[src/rtl/selftest_pkg.sv]
// Shared definitions for the on-chip self-test sequencer and related stimulus blocks.
//   state_t    : sequencer FSM encoding
//   MODE_*     : run-mode encodings sampled at start (any other value behaves as MODE_EXH)
//   LFSR_POLY  : Galois feedback mask for the 32-bit pseudorandom generator
package selftest_pkg;

  typedef enum logic [2:0] {
    ST_IDLE,
    ST_COOL,
    ST_SETTLE,
    ST_DONE,
    ST_FAIL
  } state_t;

  localparam logic [1:0] MODE_EXH  = 2'b00;
  localparam logic [1:0] MODE_RAND = 2'b01;
  localparam logic [1:0] MODE_BOTH = 2'b10;

  localparam logic [31:0] LFSR_POLY = 32'h8020_0003;

endpackage

[src/rtl/lfsr32_step.sv]
// Combinational next-state function of a 32-bit Galois LFSR.
//   state      in  32  current LFSR value
//   next_state out 32  value after one shift: (state >> 1) ^ (state[0] ? LFSR_POLY : 0)
module lfsr32_step
  import selftest_pkg::*;
(
  input  logic [31:0] state,
  output logic [31:0] next_state
);

  assign next_state = (state >> 1) ^ (state[0] ? LFSR_POLY : 32'h0);

endmodule

[src/rtl/selftest_sequencer.sv]
// Self-test controller: walks a combinational DUT through exhaustive and/or
// pseudorandom vectors, giving each vector a cooldown window (input forced to 0)
// and a settle window, then compares the DUT output against a reference model.
// The first mismatch stops the run and the failing vector is held.
//   clk, rst_n      clock, asynchronous active-low reset
//   start, mode     one-cycle run request; mode 00 exh, 01 rand, 10 exh+rand, 11 = 00
//   comp_in[_valid] vector driven to DUT and reference model
//   verify, comp_out reference and DUT outputs
//   busy, done, fail run status (done/fail sticky until next start)
//   fail_vec/expected/got  snapshot taken at the failing compare
//   vec_count       passing vectors in this run, saturating
module selftest_sequencer
  import selftest_pkg::*;
#(
  parameter int          INBITS     = 8,
  parameter int          OUTBITS    = 8,
  parameter int          COOLDOWN   = 2,
  parameter int          SETTLE     = 4,
  parameter int          RAND_COUNT = 16384,
  parameter logic [31:0] SEED       = 32'h1
) (
  input  logic               clk,
  input  logic               rst_n,
  input  logic               start,
  input  logic [1:0]         mode,
  output logic [INBITS-1:0]  comp_in,
  output logic               comp_in_valid,
  input  logic [OUTBITS-1:0] verify,
  input  logic [OUTBITS-1:0] comp_out,
  output logic               busy,
  output logic               done,
  output logic               fail,
  output logic [INBITS-1:0]  fail_vec,
  output logic [OUTBITS-1:0] fail_expected,
  output logic [OUTBITS-1:0] fail_got,
  output logic [31:0]        vec_count
);

  // One extra counter bit keeps the terminal value 2^INBITS-1 distinct from a wrap.
  localparam logic [INBITS:0]    EXH_LAST    = {1'b0, {INBITS{1'b1}}};
  localparam logic [INBITS:0]    EXH_ONE     = {{INBITS{1'b0}}, 1'b1};
  localparam logic [31:0]        RAND_LAST   = 32'(RAND_COUNT - 1);
  localparam logic [31:0]        COOL_LOAD   = (COOLDOWN > 0) ? 32'(COOLDOWN - 1) : 32'd0;
  localparam logic [31:0]        SETTLE_LOAD = 32'(SETTLE - 1);
  localparam logic [INBITS-1:0]  SEED_VEC    = SEED[INBITS-1:0];

  state_t           state;
  logic             phase_rand;  // current phase draws from the LFSR
  logic             run_both;    // exhaustive phase hands over to a random phase
  logic [INBITS:0]  exh_cnt;
  logic [INBITS:0]  exh_plus;
  logic [31:0]      lfsr;
  logic [31:0]      lfsr_next;
  logic [31:0]      rand_cnt;    // random vectors already passed in this phase
  logic [31:0]      timer;       // cycles left in the current window, minus one

  logic              mismatch;
  logic              last_exh;
  logic              enter_rand;
  logic              last_vec;
  logic [INBITS-1:0] cur_vec;
  logic [INBITS-1:0] next_vec;

  lfsr32_step u_step (
    .state      (lfsr),
    .next_state (lfsr_next)
  );

  // NOTE: every signal gets a default at the top of always_comb so no path
  // leaves it unassigned, which would otherwise infer a latch.
  always_comb begin
    exh_plus   = exh_cnt + EXH_ONE;
    cur_vec    = phase_rand ? lfsr[INBITS-1:0] : exh_cnt[INBITS-1:0];
    last_exh   = !phase_rand && (exh_cnt == EXH_LAST);
    enter_rand = last_exh && run_both;
    last_vec   = phase_rand ? (rand_cnt == RAND_LAST) : (last_exh && !run_both);
    mismatch   = (verify != comp_out);
    // Vector that follows a passing compare; only used when there is no cooldown.
    next_vec   = exh_plus[INBITS-1:0];
    if (enter_rand) begin
      next_vec = SEED_VEC;
    end else if (phase_rand) begin
      next_vec = lfsr_next[INBITS-1:0];
    end
  end

  // NOTE: sequential state uses non-blocking assignments only, so every
  // register samples the pre-edge values regardless of statement order.
  always_ff @(posedge clk or negedge rst_n) begin
    if (!rst_n) begin
      state         <= ST_IDLE;
      phase_rand    <= 1'b0;
      run_both      <= 1'b0;
      exh_cnt       <= '0;
      lfsr          <= SEED;
      rand_cnt      <= '0;
      timer         <= '0;
      comp_in       <= '0;
      comp_in_valid <= 1'b0;
      busy          <= 1'b0;
      done          <= 1'b0;
      fail          <= 1'b0;
      fail_vec      <= '0;
      fail_expected <= '0;
      fail_got      <= '0;
      vec_count     <= '0;
    end else begin
      case (state)
        ST_IDLE, ST_DONE, ST_FAIL: begin
          if (start) begin
            phase_rand    <= (mode == MODE_RAND);
            run_both      <= (mode == MODE_BOTH);
            exh_cnt       <= '0;
            lfsr          <= SEED;
            rand_cnt      <= '0;
            busy          <= 1'b1;
            done          <= 1'b0;
            fail          <= 1'b0;
            fail_vec      <= '0;
            fail_expected <= '0;
            fail_got      <= '0;
            vec_count     <= '0;
            if (COOLDOWN == 0) begin
              state         <= ST_SETTLE;
              timer         <= SETTLE_LOAD;
              comp_in       <= (mode == MODE_RAND) ? SEED_VEC : '0;
              comp_in_valid <= 1'b1;
            end else begin
              state         <= ST_COOL;
              timer         <= COOL_LOAD;
              comp_in       <= '0;
              comp_in_valid <= 1'b0;
            end
          end
        end

        ST_COOL: begin
          if (timer == 32'd0) begin
            state         <= ST_SETTLE;
            timer         <= SETTLE_LOAD;
            comp_in       <= cur_vec;
            comp_in_valid <= 1'b1;
          end else begin
            timer <= timer - 32'd1;
          end
        end

        ST_SETTLE: begin
          if (timer != 32'd0) begin
            timer <= timer - 32'd1;
          end else if (mismatch) begin
            fail_vec      <= comp_in;
            fail_expected <= verify;
            fail_got      <= comp_out;
            fail          <= 1'b1;
            busy          <= 1'b0;
            comp_in_valid <= 1'b0;
            state         <= ST_FAIL;
          end else begin
            if (vec_count != 32'hFFFF_FFFF) begin
              vec_count <= vec_count + 32'd1;
            end
            if (last_vec) begin
              done          <= 1'b1;
              busy          <= 1'b0;
              comp_in_valid <= 1'b0;
              state         <= ST_DONE;
            end else begin
              // The random phase always restarts from SEED, even after exhaustive.
              if (enter_rand) begin
                phase_rand <= 1'b1;
                lfsr       <= SEED;
                rand_cnt   <= '0;
              end else if (phase_rand) begin
                lfsr     <= lfsr_next;
                rand_cnt <= rand_cnt + 32'd1;
              end else begin
                exh_cnt <= exh_plus;
              end
              if (COOLDOWN == 0) begin
                timer   <= SETTLE_LOAD;
                comp_in <= next_vec;
              end else begin
                state         <= ST_COOL;
                timer         <= COOL_LOAD;
                comp_in       <= '0;
                comp_in_valid <= 1'b0;
              end
            end
          end
        end

        default: state <= ST_IDLE;
      endcase
    end
  end

endmodule

[config.mk]
export PLATFORM = sky130hd
export DESIGN_NAME = selftest_sequencer
export DESIGN_NICKNAME = d
export VERILOG_FILES = /design/src/rtl/selftest_pkg.sv /design/src/rtl/lfsr32_step.sv /design/src/rtl/selftest_sequencer.sv
export SDC_FILE = /design/constraint.sdc
export NUM_CORES = 1
export LEC_CHECK = 0
export CORE_ASPECT_RATIO = 0.7
export CORE_MARGIN = 2
export CORE_UTILIZATION = 40
export CTS_CLUSTER_SIZE = 12
export DETAILED_ROUTE_END_ITERATION = 8
export GPL_TIMING_DRIVEN = 0
export SETUP_SLACK_MARGIN = 0.3
export SYNTH_ARGS = -nofsm -noshare
export SYNTH_HDL_FRONTEND = slang
export SYNTH_SLANG_ARGS = --single-unit
[constraint.sdc]
create_clock -name clk -period 3.9 [get_ports clk]
set_input_delay 0.78 -clock clk [delete_from_list [all_inputs] [get_ports clk]]
set_output_delay 0.78 -clock clk [all_outputs]
set_load 0.03 [all_outputs]
==> Word level (Yosys, flattened, before mapping) <==
Cells that the tools add are included.
{ "totals": {"output_inout_bits": 68, "inputBits": 21, "ff_bits": 178, "wordCells": 145} }
{ "classes": {"eq_ne": 25, "addsub": 4, "bitwise": 1, "mux": 76, "n_reduce_logical": 23} }
{ "ops": {"columns": ["op", "n"], "rows": [
  ["two-way mux 32 bit", 20],
  ["case mux 32 bit (2 select lines)", 3],
  ["two-way mux 8 bit", 12],
  ["case mux 32 bit (3 select lines)", 1],
  ["adder 32 x 1 -> 32 bit (second input constant)", 2],
  ["two-way mux 9 bit", 6],
  ["case mux 8 bit (2 select lines)", 3],
  ["== test 32 x 14 -> 1 bit (second input constant)", 1],
  ["zero test 32 bit", 1],
  ["!= test 32 bit (second input constant)", 1],
  ["nonzero test 32 bit", 1],
  ["subtractor 32 x 1 -> 32 bit (second input constant)", 1],
  ["XOR 31 x 32 -> 32 bit", 1],
  ["case mux 8 bit (3 select lines)", 1],
  ["!= test 2 bit (second input constant)", 11],
  ["two-way mux 1 bit", 18],
  ["case mux 9 bit (2 select lines)", 1],
  ["AND reduction 6 bit", 3],
  ["AND reduction 4 bit", 4],
  ["two-way mux 3 bit", 4],
  ["!= test 3 bit (second input constant)", 4],
  ["AND reduction 5 bit", 2],
  ["adder 9 x 1 -> 9 bit (second input constant)", 1],
  ["== test 9 x 8 -> 1 bit (second input constant)", 1],
  ["other kinds (19)", 26]
]} }

==> Longest topological paths before layout <==
{ "depth": {"word_depth": 8, "ltp_mapped": 14} }

==> Cells and area by module <==
From an unflattened synthesis, not the netlist that was laid out.
{ "unflattened": {"hier_cells": 993, "hier_area_um2": 9145.0} }
{ "modules_own_cells": {"columns": ["module", "cells_each", "seq_area_each_um2", "instances", "area_per_inst_um2"], "rows": [
  ["selftest_sequencer", 961, 4455.5, 1, 8901.0],
  ["lfsr32_step", 32, 0.0, 1, 244.0]
]} }

==> Least setup slack after synthesis <==
Ideal clock, no wire load.
{ "synth_timing": {"path_type": "reg-to-reg", "from": "register timer[21]", "to": "register comp_in[3]", "setup_time_ps": 127, "synth_period_minus_slack_ps": 3122, "path_stages_with_launch": 10, "arrival_ps": 2994, "n_path_buf": 2, "slack_ps": 778, "path_cell_list": "dfrtp_1 > or4_4 > or4_4 > or4_1 > buf_2 > o21ai_4 > nand2_1 > nor3_2 > buf_4 > mux2_1"} }
{ "synth_between": {"elab_chain_cells": 3, "elab_cells_between_ends": 5, "cone_classes": "eq/ne: 2; reduce/logical: 3"} }
{ "synth_rtl": {"columns": ["item", "line", "text"], "rows": [
  ["from (decl)", "selftest_sequencer.sv:55", "logic [31:0] timer;"],
  ["from (signal assigned)", "selftest_sequencer.sv:144", "timer <= timer - 32'd1;"],
  ["from (signal assigned)", "selftest_sequencer.sv:150", "timer <= timer - 32'd1;"],
  ["nonzero test 32 bit or zero test 32 bit (tied branches)", "selftest_sequencer.sv:149, selftest_sequencer.sv:138", null],
  ["!= test 2 bit (no line)", null, null],
  ["AND reduction 6 bit (no line) (*)", null, null],
  ["to (signal assigned)", "selftest_sequencer.sv:126", "comp_in <= (mode == MODE_RAND) ? SEED_VEC : '0;"],
  ["to (signal assigned)", "selftest_sequencer.sv:141", "comp_in <= cur_vec;"],
  ["to (signal assigned)", "selftest_sequencer.sv:182", "comp_in <= next_vec;"],
  ["to (decl)", "selftest_sequencer.sv:26", "output logic [INBITS-1:0] comp_in,"]
]} }
Every way passes the cells marked *; elsewhere a longest branch is shown, timed or not.
A chain may end at the register's enable or synchronous reset.

==> Worst setup path after layout <==
Same ends and word-level chain as after synthesis.

==> results.json <==
{
  "grt_overflow": 0,
  "placed_cell_area_sq_um": 10200,
  "synth.net_count": 1051,
  "p_total_uw": 5360,
  "finalHoldViolCount": 0,
  "tightest_slew_ps": 975,
  "root_buffer": "clkbuf_16",
  "synth_area_sq_um": 8940,
  "coreArea_sq_um": 21800,
  "ctsHoldBuffers": 0,
  "crit_required_ps": 4220,
  "io_pins": 89,
  "pwr-share-comb": 0.271,
  "dr_total_vias": 7941,
  "layout.cells.non_filler": 1429,
  "clk_latency_ps": 440,
  "synth-simple-area-share": 0.265,
  "drv_slew": 0,
  "synth_edf_count": 0,
  "grt_pass1_vias": 7331,
  "fmax_mhz": 285,
  "drc": 0,
  "cp_slowest_cell": "or4_4",
  "min_period_over_period": 0.901,
  "clock_path_buffers": 2,
  "rsz0062_at_grt": "no",
  "wl_per_cell_um": 17.4,
  "synth_top_area_frac": 0.495,
  "fin_util": 0.500,
  "worstSetupStartpointType": "flop",
  "area_delta_synth_final_pct": 21.8,
  "synth_ff_type": "dfrtp_1",
  "start_util": 0.411,
  "track_usage": 0.218,
  "drive_above_1_share": 0.0654,
  "grt_max_degree": 96,
  "post-route-min-period_ps": 3510,
  "p_clk_frac": 0.332,
  "grt_first_pass_wirelength_um": 40500,
  "place_inst": 1396,
  "routed_wl_um": 24900,
  "synth_top_family_by_area": "simple AND/OR/NAND/NOR gates",
  "switching_share": 0.352,
  "routabilityCongestion": 0.899,
  "crit_top_cell": "or4_4",
  "seq_power_share": 0.397,
  "yosys.area.top_type": "dfrtp_1",
  "die_h_um": 129,
  "crit_buf_inv": 2,
  "cts_htree_levels": 4,
  "crit_chain": "or4_4 > or4_4 > or4_1 > buf_2 > o21ai_4 > nand2_1 > nor3_4 > buf_6 > mux2_1",
  "crit_arrival_ps": 3830,
  "cp_slowest_stage_delay_ps": 570,
  "synthAdderAreaFrac": 0.00699,
  "portBuffers": 88,
  "synth.yosys.seq_area_share": 0.498,
  "crit_fanout": 10,
  "p_leak_uw": 0.00458,
  "worst-setup-path-type": "reg -> reg",
  "p_int_uw": 3470,
  "insertedDiodeCount": 0,
  "powerDensity_nw_per_um2": 492,
  "synth_xor_area_frac": 0.0313,
  "final_cell_area_sq_um": 10900,
  "setup_viol": 0,
  "vias_per_cell": 5.56,
  "clkTransAtPathRegs_ps": 70,
  "post-dp-hpwl_um": 17500,
  "die_area_sq_um": 23600,
  "synth.area.mux_share": 0.0175,
  "ys_top_cells_by_area": "dfrtp_1 50%, nand2_1 7.4%, nor2_1 4.1%",
  "fin_nets": 1160,
  "vdd.ir_drop.worst_uv": 335,
  "tritoncts": "done",
  "synthCells": 1025,
  "antenna_found_initial": 0,
  "synth_cell_types": 57,
  "rows": 45,
  "synthArstFlopShare": 1.00,
  "synth.avg_cell_area_sq_um": 8.73,
  "status": "complete, no violations",
  "finClkSkew_ps": 11.3,
  "die_width_um": 183,
  "ys_warn_count": 0,
  "yosys_register_bits": 178,
  "drtPass1Iterations": 5,
  "crit_family": "simple AND/OR/NAND/NOR gates",
  "clock-sinks": 178,
  "cts_made_buffers": 17,
  "hold_class": "in -> async",
  "drtAntennaViolNets": 0,
  "end_kind": "flop",
  "drtIter0Drc": 746,
  "synth_compound_area_frac": 0.149,
  "slew_headroom": 0.347,
  "switching_power_uw": 1890,
  "maxCapViolCount": 0
}
## layout make-up
| cell class | instances | area (sq um) |
|---|---|---|
| clock inverters | 13 | 146 |
| well taps | 282 | 353 |
| fillers | 2048 | 10900 |
| clock buffers | 19 | 453 |
| flip-flops and latches | 178 | 4460 |
| repair buffers | 90 | 921 |
| multi-input cells | 777 | 4260 |
| plain buffers | 53 | 236 |
| inverters | 17 | 63.8 |
## metrics by stage
step / TNS, ps / setup WS [ps] / hold slack [ps]
5_1_grt: 0 / 292 / 361
4_1_cts: 0 / 302 / 363
6_report: 0 / 387 / 310
3_3_place_gp: -1003300 / -5680 / 469
3_5_place_dp: -12.0 / -12.0 / 470
2_1_floorplan: 0 / 778 / 448
## final timing paths
path	slack [ps]	depth (start not counted)	start	to
setup reg to reg	390	9	timer[21]$_DFFE_PN0P_	comp_in[3]$_DFFE_PN0P_
hold / removal	310	1	rst_n	vec_count[17]$_DFFE_PN0P_
hold reg to reg	490	2	lfsr[15]$_DFFE_PN0P_	lfsr[15]$_DFFE_PN0P_
setup / recovery	390	9	timer[21]$_DFFE_PN0P_	comp_in[3]$_DFFE_PN0P_
min in group clk	490	2	lfsr[15]$_DFFE_PN0P_	lfsr[15]$_DFFE_PN0P_
max in group asynchronous	2620	2	rst_n	lfsr[0]$_DFFE_PN1P_
## power groups by stage
stage / Combinational [uW] / Sequential, uW / Clock (uW)
after global placement: 1380 / 2150 / 0
after floorplan: 960 / 2140 / 0
final: 1450 / 2130 / 1780
after CTS: 1420 / 2120 / 1820
after global routing: 1610 / 2150 / 1890
after detailed placement: 1410 / 2150 / 0
## cells in the final DEF (no fill, tap or decap), types with 15 or more instances in the layout
cell type	Yosys	routed
clkbuf_1	40	34
inv_1	17	17
a31oi_1	18	17
clkbuf_16	0	17
nand4_1	31	31
xnor2_1	15	15
o21ai_1	53	53
and3_1	17	17
o31ai_1	19	19
a21oi_1	45	45
or3_1	18	17
xor2_1	17	17
nand3_1	67	67
dfrtp_1	177	177
o21ai_0	63	63
nor2_1	98	97
nor3_1	21	20
clkdlybuf4s50_1	0	87
nand2_1	176	176
## state kept, by name (all words and copies together) (netlist names), 9 cells and up
| name | flops |
|---|---|
| lfsr | 32 |
| rand_cnt | 32 |
| timer | 32 |
| vec_count | 32 |
| exh_cnt | 9 |
## cells in the mapped netlist (all sizes together) (15+ instances only)
library cell and instances:
nand2 176, nand4 31, and3 17, nand3 67
inv 17, nor3 22, a31oi 18, or3 18
dfrtp 177, xnor2 15, nor2 98, o21ai 117
clkbuf 40, xor2 17, nor4 17, a21oi 45
o31ai 19
## worst register-to-register path, delay by kind of cell (launching register included)
kind / cells / cell delay (ps)
DFF: 1 / 400
muxes: 1 / 340
AOI/OAI and AO/OA: 1 / 270
and+or+nand+nor: 5 / 1960
buffers and inverters: 2 / 420
## repair_timing
item / in CTS / in global routing
gates cloned: 0 / 0
setup buffers: 0 / 1
gates resized for setup: 3 / 21
pin swaps: 0 / 2
setup endpoints to repair: 103 / 110
## cell families (layout without fill, tap and decap cells)
| kind of cell | Yosys count | count (layout) |
|---|---|---|
| flops | 178 | 178 |
| simple gates | 495 | 495 |
| buf+inv | 70 | 192 |
| xor+xnor | 32 | 32 |
| mux | 15 | 15 |
| fa+ha+maj | 5 | 5 |
| compound gates | 230 | 230 |
## routing by layer
layer,wire [um],part of all wire,global-route usage
met4,174,0.0070,0.0474
met1,13400,0.54,0.348
met3,1440,0.058,0.0512
met5,0,0,0
met2,9900,0.40,0.294
Power figures use the tool's default switching activity.
